File: src/rtl/seg7_date_readback.sv
// Readback monitor for the YY/MM/DD 7-segment date display: decodes the glyphs back to BCD,
// filters for stability and reports each stable date once. Define MONTH_LEN_CHECK_EN to enable the month-length check.
module seg7_date_readback #(
  parameter int STABLE_CYCLES = 4
) (
  input  logic       clk,
  input  logic       rst,
  input  logic [6:0] year_T1,
  input  logic [6:0] year_T2,
  input  logic [6:0] month_T1,
  input  logic [6:0] month_T2,
  input  logic [6:0] day_T1,
  input  logic [6:0] day_T2,
  output logic [7:0] year_bcd,
  output logic [7:0] month_bcd,
  output logic [7:0] day_bcd,
  output logic       date_valid,
  output logic       date_err,
  output logic [5:0] digit_err
);

  localparam int CW = (STABLE_CYCLES > 1) ? $clog2(STABLE_CYCLES) : 1;
  localparam logic [CW-1:0] LAST = CW'(STABLE_CYCLES - 1);

  typedef enum logic {S_COUNT, S_HOLD} state_t;

  // Returns {undecodable, digit}; blank and garbage both decode to F.
  function automatic logic [4:0] seg_dec(input logic [6:0] s);
    case (s)
      7'b1000000: seg_dec = 5'h00;
      7'b1111001: seg_dec = 5'h01;
      7'b0100100: seg_dec = 5'h02;
      7'b0110000: seg_dec = 5'h03;
      7'b0011001: seg_dec = 5'h04;
      7'b0010010: seg_dec = 5'h05;
      7'b0000010: seg_dec = 5'h06;
      7'b1111000: seg_dec = 5'h07;
      7'b0000000: seg_dec = 5'h08;
      7'b0010000: seg_dec = 5'h09;
      default:    seg_dec = 5'h1F;
    endcase
  endfunction

  logic [41:0]      w_live;
  logic [41:0]      r_snap;
  logic             w_match;
  logic             w_all_blank;
  logic [5:0][3:0]  w_dig;
  logic [5:0]       w_derr;
  logic [7:0]       w_mon_bin;
  logic [7:0]       w_day_bin;
  logic             w_len_ok;
  logic             w_date_ok;

  state_t           r_state, w_state_nxt;
  logic [CW-1:0]    r_cnt, w_cnt_nxt;
  logic             w_fire;

  logic [7:0]       r_year_bcd, r_month_bcd, r_day_bcd;
  logic             r_date_valid, r_date_err;
  logic [5:0]       r_digit_err;

  // Digit 5 is year tens, digit 0 is day units, matching the digit_err bit order.
  assign w_live      = {year_T1, year_T2, month_T1, month_T2, day_T1, day_T2};
  assign w_match     = (w_live == r_snap);
  assign w_all_blank = (r_snap == {42{1'b1}});

  for (genvar gi = 0; gi < 6; gi++) begin : g_dec
    logic [4:0] w_d;
    assign w_d        = seg_dec(r_snap[gi*7 +: 7]);
    assign w_dig[gi]  = w_d[3:0];
    assign w_derr[gi] = w_d[4];
  end

  assign w_mon_bin = 8'(w_dig[3]) * 8'd10 + 8'(w_dig[2]);
  assign w_day_bin = 8'(w_dig[1]) * 8'd10 + 8'(w_dig[0]);

`ifdef MONTH_LEN_CHECK_EN
  logic [7:0] w_yr_bin;
  logic [7:0] w_mlen;
  assign w_yr_bin = 8'(w_dig[5]) * 8'd10 + 8'(w_dig[4]);
  always_comb begin
    case (w_mon_bin)
      8'd4, 8'd6, 8'd9, 8'd11: w_mlen = 8'd30;
      8'd2:                    w_mlen = (w_yr_bin[1:0] == 2'b00) ? 8'd29 : 8'd28;
      default:                 w_mlen = 8'd31;
    endcase
  end
  assign w_len_ok = (w_day_bin <= w_mlen);
`else
  assign w_len_ok = 1'b1;
`endif

  assign w_date_ok = (w_derr == 6'b0)
                   && (w_dig[3] <= 4'd1) && (w_dig[1] <= 4'd3)
                   && (w_mon_bin >= 8'd1) && (w_mon_bin <= 8'd12)
                   && (w_day_bin >= 8'd1) && (w_day_bin <= 8'd31)
                   && w_len_ok;

  always_comb begin
    w_state_nxt = r_state;
    w_cnt_nxt   = r_cnt;
    w_fire      = 1'b0;
    if (!w_match) begin
      w_cnt_nxt   = '0;
      w_state_nxt = S_COUNT;
    end else if (r_state == S_COUNT) begin
      if (r_cnt == LAST) begin
        w_state_nxt = S_HOLD;
        w_fire      = 1'b1;
      end else begin
        w_cnt_nxt = r_cnt + CW'(1);
      end
    end
  end

  always_ff @(posedge clk) begin
    if (rst) begin
      r_snap       <= {42{1'b1}};
      r_state      <= S_COUNT;
      r_cnt        <= '0;
      r_year_bcd   <= '0;
      r_month_bcd  <= '0;
      r_day_bcd    <= '0;
      r_date_valid <= 1'b0;
      r_date_err   <= 1'b0;
      r_digit_err  <= '0;
    end else begin
      r_snap       <= w_live;
      r_state      <= w_state_nxt;
      r_cnt        <= w_cnt_nxt;
      r_date_valid <= 1'b0;
      r_date_err   <= 1'b0;
      // An all-blank display is treated as "driver idle": consume the report silently.
      if (w_fire && !w_all_blank) begin
        r_year_bcd   <= {w_dig[5], w_dig[4]};
        r_month_bcd  <= {w_dig[3], w_dig[2]};
        r_day_bcd    <= {w_dig[1], w_dig[0]};
        r_digit_err  <= w_derr;
        r_date_valid <= w_date_ok;
        r_date_err   <= !w_date_ok;
      end
    end
  end

  assign year_bcd   = r_year_bcd;
  assign month_bcd  = r_month_bcd;
  assign day_bcd    = r_day_bcd;
  assign date_valid = r_date_valid;
  assign date_err   = r_date_err;
  assign digit_err  = r_digit_err;

endmodule

File: config.mk
export PLATFORM = sky130hd
export DESIGN_NAME = seg7_date_readback
export DESIGN_NICKNAME = d
export VERILOG_FILES = /design/src/rtl/seg7_date_readback.sv
export SDC_FILE = /design/constraint.sdc
export NUM_CORES = 1
export LEC_CHECK = 0
export ABC_AREA = 1
export BUFFER_PORTS_ARGS = -buffer_cell sky130_fd_sc_hd__buf_2
export CAP_MARGIN = 30
export CORE_MARGIN = 3
export CORE_UTILIZATION = 25
export CTS_BUF_LIST = sky130_fd_sc_hd__clkbuf_2 sky130_fd_sc_hd__clkbuf_4 sky130_fd_sc_hd__clkbuf_8
export CTS_CLUSTER_DIAMETER = 120
export CTS_CLUSTER_SIZE = 10
export DETAILED_ROUTE_END_ITERATION = 6
export HOLD_SLACK_MARGIN = 0.03
export PLACE_DENSITY = 0.51
export SLEW_MARGIN = 20
export SYNTH_ARGS = -nofsm -noshare
export SYNTH_HDL_FRONTEND = slang
export SYNTH_SLANG_ARGS = --single-unit
File: constraint.sdc
create_clock -name clk -period 4.4 [get_ports clk]
set_input_delay 0.88 -clock clk [delete_from_list [all_inputs] [get_ports clk]]
set_output_delay 0.88 -clock clk [all_outputs]
set_load 0.03 [all_outputs]
==> results.py, run 1 <==
metrics = {
    "global_route": {
        "overflow": 0,
        "grt_pass1_vias": 4921,
        "grt_max_degree": 34,
        "track_usage_pct": 13.84,
        "antenna_found_initial": 0,
        "grt_pass1_wl_um": 24500,
    },
    "sta": {
        "final_max_slew_viol_count": 0,
        "setup_viol": 0,
        "clock_skew_ns": 0.01695,
        "finalSetupTns_ns": 0,
        "fmax_mhz": 283.7,
        "hold_violations": 0,
        "setup_ws_ns": 0.8746,
        "fin_crit_ns": 3.525,
        "rsz0062_at_grt": "false",
        "worstMarginPinSlew_ns": 0.5424,
        "min_period_over_period_pct": 80.12,
        "max-slew-margin-rel_pct": 62.90,
    },
    "placed_design": {
        "dp_slack_ns": 0.8782,
        "dp_hpwl_um": 12170,
        "io_buffers": 75,
        "place_inst": 1205,
        "place_congestion": 0.8736,
    },
    "finish": {
        "layout_common_cells": "nand2_1, nor2_1, inv_1",
        "nNetsFinal": 1007,
        "stdcell_count": 1221,
        "final_common_cell": "nand2_1",
        "drive_gt1_share_pct": 14.20,
        "area_growth_pct": 15.87,
        "diodes": 0,
    },
    "pwr": {
        "ir_worst_vdd_mv": 0.1661,
        "p_leak_nw": 3.213,
        "power_density_nw_per_um2": 245.2,
    },
    "setup_path": {
        "cp.arrival_ns": 3.78,
        "critPathKind": "register to register",
        "r2r-end": "date_err",
        "r2r_slack_ns": 0.87,
        "crit_fanout": 5,
        "cp.required_ns": 4.66,
        "critPathCaptureType": "register",
        "rr_startpoint": "r_snap[7]",
        "reg2regPathDepth": 22,
        "start_kind": "register",
    },
    "logic_synthesis": {
        "ys_seq_elements": 77,
        "synth_area_leaders": "dfxtp_1, nand2_1, nor2_1, inv_1, nand3_1",
        "yosys_warnings": 0,
        "netlist.top_cell.by_area": "dfxtp_1",
        "ys_types": 40,
        "synth.top_cell.area_share_pct": 29.67,
        "syn-num-nets": 931,
        "synthesis.area_um2": 5195,
        "postSynthAreaPerCell_um2": 5.971,
        "syn_inst": 870,
        "seq_area_frac_synth_pct": 29.67,
    },
    "clock_network": {
        "cts_tree": "done",
        "numCtsBuffers": 9,
        "postCtsSetupRepairBufs": 0,
        "clock_sinks": 77,
        "clock_path_buffers": 2,
        "clkTransAtPathRegs_ns": 0.10,
        "cts_resized": 0,
        "ctsHtreeMaxLevel": 3,
        "clock_latency_ns": 0.38,
        "clock-root-buffer": "clkbuf_8",
        "hold_buffers": 0,
    },
    "die": {
        "die_h_um": 150.2,
        "die_x_um": 150.2,
        "ios": 76,
        "core_um2": 20300,
        "initial_core_util_pct": 25.59,
        "dieArea_um2": 22550,
        "fp-row-count": 52,
    },
    "min_path": {
        "hold_start": "r_cnt[1]",
        "min_path_type": "register to register",
        "holdPathStages": 2,
        "hold_path_end": "r_cnt[1]",
    },
    "routing": {
        "vias": 5233,
        "via_per_inst": 4.286,
        "routed_wl_um": 15040,
        "drt-pass1-iter-count": 5,
        "post-route-drc-count": 0,
        "drtIter0Drc": 297,
        "wl_per_cell_um": 12.32,
        "antenna_left": 0,
    },
    "run_status": {
        "status": "completed",
    },
    "run": {
        "drv_cap": 0,
    },
}
==> power breakdown <==
group / switching, mW / internal (mW) / total [mW]
Combinational: 0.125 / 0.0730 / 0.198
Sequential: 0.0295 / 0.717 / 0.747
Clock: 0.307 / 0.224 / 0.531
==> sequential cells by signal, summed over array words and instances (netlist names), 2 cells and up <==
name	flops
day_bcd	8
r_snap	42
r_cnt	2
month_bcd	8
year_bcd	8
digit_err	6
==> logic make-up after synthesis <==
| family | share of synthesized area [%] |
|---|---|
| compound gates | 4.070 |
| xor+xnor | 2.529 |
| fa+ha+maj | 4.528 |
| buf+inv | 12.23 |
| flops | 29.67 |
| simple gates | 46.97 |
==> final cells by class <==
class                      instances  area, µm²
clock buffer                      10      137.6
sequential                        77       1541
multi-input combinational        636       3018
clock inverter                     6      46.29
tap                              270      337.8
inverter                         144      540.5
timing repair buffer              78      397.9
fill                            2369      14280
==> how the worst max path moves through the flow <==
stage / startpoint / to / slack (ns) / cells past startpoint
after floorplan: r_snap[10] / date_err / 1.23 / 22
after global placement: r_snap[10] / date_err / 0.94 / 22
after detailed placement: r_snap[7] / date_err / 0.88 / 22
after CTS: r_snap[7] / date_err / 0.85 / 22
after global routing: r_snap[10] / date_err / 0.42 / 22
final: r_snap[7] / date_err / 0.87 / 22
==> stage by stage <==
| stage | total power, mW | utilization [%] | hold WS (ns) | instance area (µm²) |
|---|---|---|---|---|
| floorplan | 0.8926 | - | 0.4516 | 5195 |
| global placement | 0.9635 | 28.75 | 0.4719 | 5836 |
| detailed placement | 0.9640 | 28.75 | 0.4792 | 5836 |
| CTS | 1.500 | 29.65 | 0.4969 | 6020 |
| global route | 1.565 | 29.65 | 0.5545 | 6020 |
| finish | 1.476 | 29.65 | 0.4908 | 6020 |
==> cells in the mapped netlist (all sizes together) <==
cell type / count
o2111ai: 1
fa: 3
and2: 2
o211ai: 2
nand3: 50
o21ai: 13
inv: 144
nand4: 20
xnor2: 1
nand3b: 1
clkbuf: 6
nor2: 184
dfxtp: 77
a2111oi: 1
buf: 7
a21o: 1
ha: 14
a31o: 1
xor2: 14
nor3: 24
a21oi: 18
and3: 1
nor4: 12
nor3b: 1
or2: 15
nand2: 257
==> per-layer routing <==
layer,GRT usage (%),up-vias,share of wire (%),wire (µm)
li1,-,2835,-,-
met1,18.37,2304,50,7527
met2,22.75,84,45,6738
met3,2.709,10,3.8,568
met4,4.254,0,1.4,209
met5,0,-,0,0
==> worst max-delay path, stage by stage, from the launching register on <==
cell and delay (ns):
dfxtp_1 0.34, inv_1 0.10, nand2_1 0.11, nor2_2 0.17, nand2_2 0.08, nand2_1 0.08
nor2_2 0.07, nand2_2 0.12, inv_1 0.07, nor3_1 0.30, inv_1 0.14, ha_1 0.30
ha_1 0.21, inv_1 0.07, fa_1 0.45, xor2_1 0.19, nand3_1 0.09, nor2_1 0.14
nand3_1 0.08, nor2_1 0.09, nand3_1 0.07, nor2_1 0.08, nor2_1 0.05
No activity file was read; power rests on OpenSTA's default activity.
==> run 2: changes to the inputs <==
--- a/config.mk
+++ b/config.mk
@@ -15,7 +15,7 @@
 export CTS_CLUSTER_SIZE = 10
 export DETAILED_ROUTE_END_ITERATION = 6
 export HOLD_SLACK_MARGIN = 0.03
-export PLACE_DENSITY = 0.51
+export PLACE_DENSITY = 0.53
 export SLEW_MARGIN = 20
 export SYNTH_ARGS = -nofsm -noshare
 export SYNTH_HDL_FRONTEND = slang
==> constraint.sdc (replaced) <==
create_clock -name clk -period 3 [get_ports clk]
set_input_delay 0.6 -clock clk [delete_from_list [all_inputs] [get_ports clk]]
set_output_delay 0.6 -clock clk [all_outputs]
set_load 0.03 [all_outputs]
==> run 2 against run 1 <==
- the flow now finishes with violations (negative setup slack)
- wire length increased by 5.0%
- via count increased by 4.0%
- power increased by 63%
- clock skew about the same
- critical endpoint is now date_valid
- highest routed layer unchanged
==> results.py, run 2 (same netlist as run 1, synthesis figures left out) <==
metrics = {
    "setup_path": {
        "critPathKind": "register to register",
        "cp.arrival_ns": 3.32,
        "cp_slowest_cell": "dfxtp_4",
        "r2r_slack_ns": -0.06,
        "startpoint": "r_snap[13]",
        "crit_fanout": 6,
        "r2r-end": "date_valid",
        "cp_slowest_stage_delay_ns": 0.41,
        "critPathCaptureType": "register",
        "start_kind": "register",
        "cp.required_ns": 3.26,
        "reg2regPathDepth": 26,
        "crit_path_end": "date_valid",
        "rr_startpoint": "r_snap[13]",
    },
    "finish": {
        "largest_register": "r_snap",
        "final_common_cell": "nand2_1",
        "nNetsFinal": 1079,
        "drive_gt1_share_pct": 26.39,
        "largest_reg_flops": 42,
        "design_area_um2": 6933,
        "post-route-util_pct": 34.15,
        "layout_common_cells": "nand2_1, nor2_1, inv_1",
        "diodes": 0,
        "stdcell_count": 1293,
        "area_growth_pct": 33.45,
    },
    "clock_network": {
        "ctsHtreeMaxLevel": 3,
        "hold_buffers": 0,
        "clkTransAtPathRegs_ns": 0.09,
        "clock_sinks": 77,
        "numCtsBuffers": 9,
        "clock_latency_ns": 0.38,
        "cts_tree": "done",
        "clock_path_buffers": 2,
        "clock-root-buffer": "clkbuf_8",
    },
    "run_status": {
        "violations": "negative setup slack",
        "status": "finished, violations left",
    },
    "routing": {
        "drtIter0Drc": 236,
        "routed_wl_um": 15800,
        "wl_per_cell_um": 12.22,
        "antenna_left": 0,
        "drt-pass1-iter-count": 4,
        "vias": 5444,
        "post-route-drc-count": 0,
        "via_per_inst": 4.210,
    },
    "sta": {
        "clock_skew_ns": 0.01706,
        "worstMarginPinSlew_ns": 0.5763,
        "whs_ns": 0.4106,
        "max-slew-margin-rel_pct": 60.59,
        "min_period_over_period_pct": 102.0,
        "final_max_slew_viol_count": 0,
        "fmax_mhz": 326.9,
        "setup_ws_ns": -0.05922,
        "hold_violations": 0,
        "finalSetupTns_ns": -0.09547,
        "fin_crit_ns": 3.059,
        "rsz0062_at_grt": "true",
        "setup_viol": 2,
    },
    "die": {
        "die_h_um": 150.2,
        "initial_core_util_pct": 25.59,
        "core_um2": 20300,
        "dieArea_um2": 22550,
        "die_x_um": 150.2,
        "ios": 76,
        "fp-row-count": 52,
    },
    "run": {
        "drv_cap": 0,
    },
    "min_path": {
        "min_path_type": "primary input to register",
    },
    "pwr": {
        "post-layout-total-power_mw": 2.402,
        "ir_worst_vdd_mv": 0.1731,
        "p_leak_nw": 3.646,
        "power_density_nw_per_um2": 346.4,
    },
    "placed_design": {
        "dp_slack_ns": -0.1524,
        "place_congestion": 0.8884,
        "dp_hpwl_um": 12390,
        "io_buffers": 75,
        "place_inst": 1258,
        "place_area_um2": 6314,
    },
    "global_route": {
        "grt_max_degree": 34,
        "overflow": 0,
        "grt_pass1_wl_um": 25640,
        "grt_pass1_vias": 5249,
        "track_usage_pct": 14.47,
        "antenna_found_initial": 0,
    },
}
==> run 2: final cells by class <==
type / instances / area, µm²
multi-input combinational: 636 / 3273
fill: 2291 / 13370
tap: 270 / 337.8
clock buffer: 11 / 151.4
sequential: 77 / 1564
timing repair buffer: 150 / 965.9
inverter: 144 / 558.0
clock inverter: 5 / 82.58
==> run 2: worst max-delay path: cells and delay by family (launching register included) <==
kind	cells	cell delay, ns
AO/OA/AOI/OAI	2	0.22
AND/OR/NAND/NOR	14	1.10
buffers and inverters	8	0.60
flip-flops	1	0.41
adder cells (fa/ha/maj)	2	0.61
==> run 2: power by group <==
part	switching (mW)	internal, mW	total, mW
Clock	0.425	0.516	0.940
Combinational	0.211	0.156	0.367
Sequential	0.0444	1.05	1.10
Total	0.680	1.72	2.40
==> run 2: per-layer routing <==
metal / share of wire (%) / global-route usage [%] / up-vias
li1: - / - / 2979
met1: 48 / 18.76 / 2353
met2: 45 / 23.16 / 85
met3: 4.1 / 3.101 / 27
met4: 2.7 / 6.359 / 0
met5: 0 / 0 / -
==> run 2: worst min path at each step <==
stage,start,to,cells past startpoint
global placement,r_cnt[1],r_cnt[1],2
detailed placement,r_cnt[1],r_cnt[1],2
finish,year_T1[3],r_snap[38],3
CTS,year_T1[3],r_snap[38],3
floorplan,r_cnt[1],r_cnt[1],2
global route,month_T2[3],r_snap[17],3
==> run 2: what timing repair did <==
action                                  4_1_cts  5_1_grt
cloned                                        0        0
endpoints found under the setup margin        2        2
endpoints found under the hold margin         0        0
pin swaps                                    21       34
buffers inserted                             14        7
resized for setup                            24       50
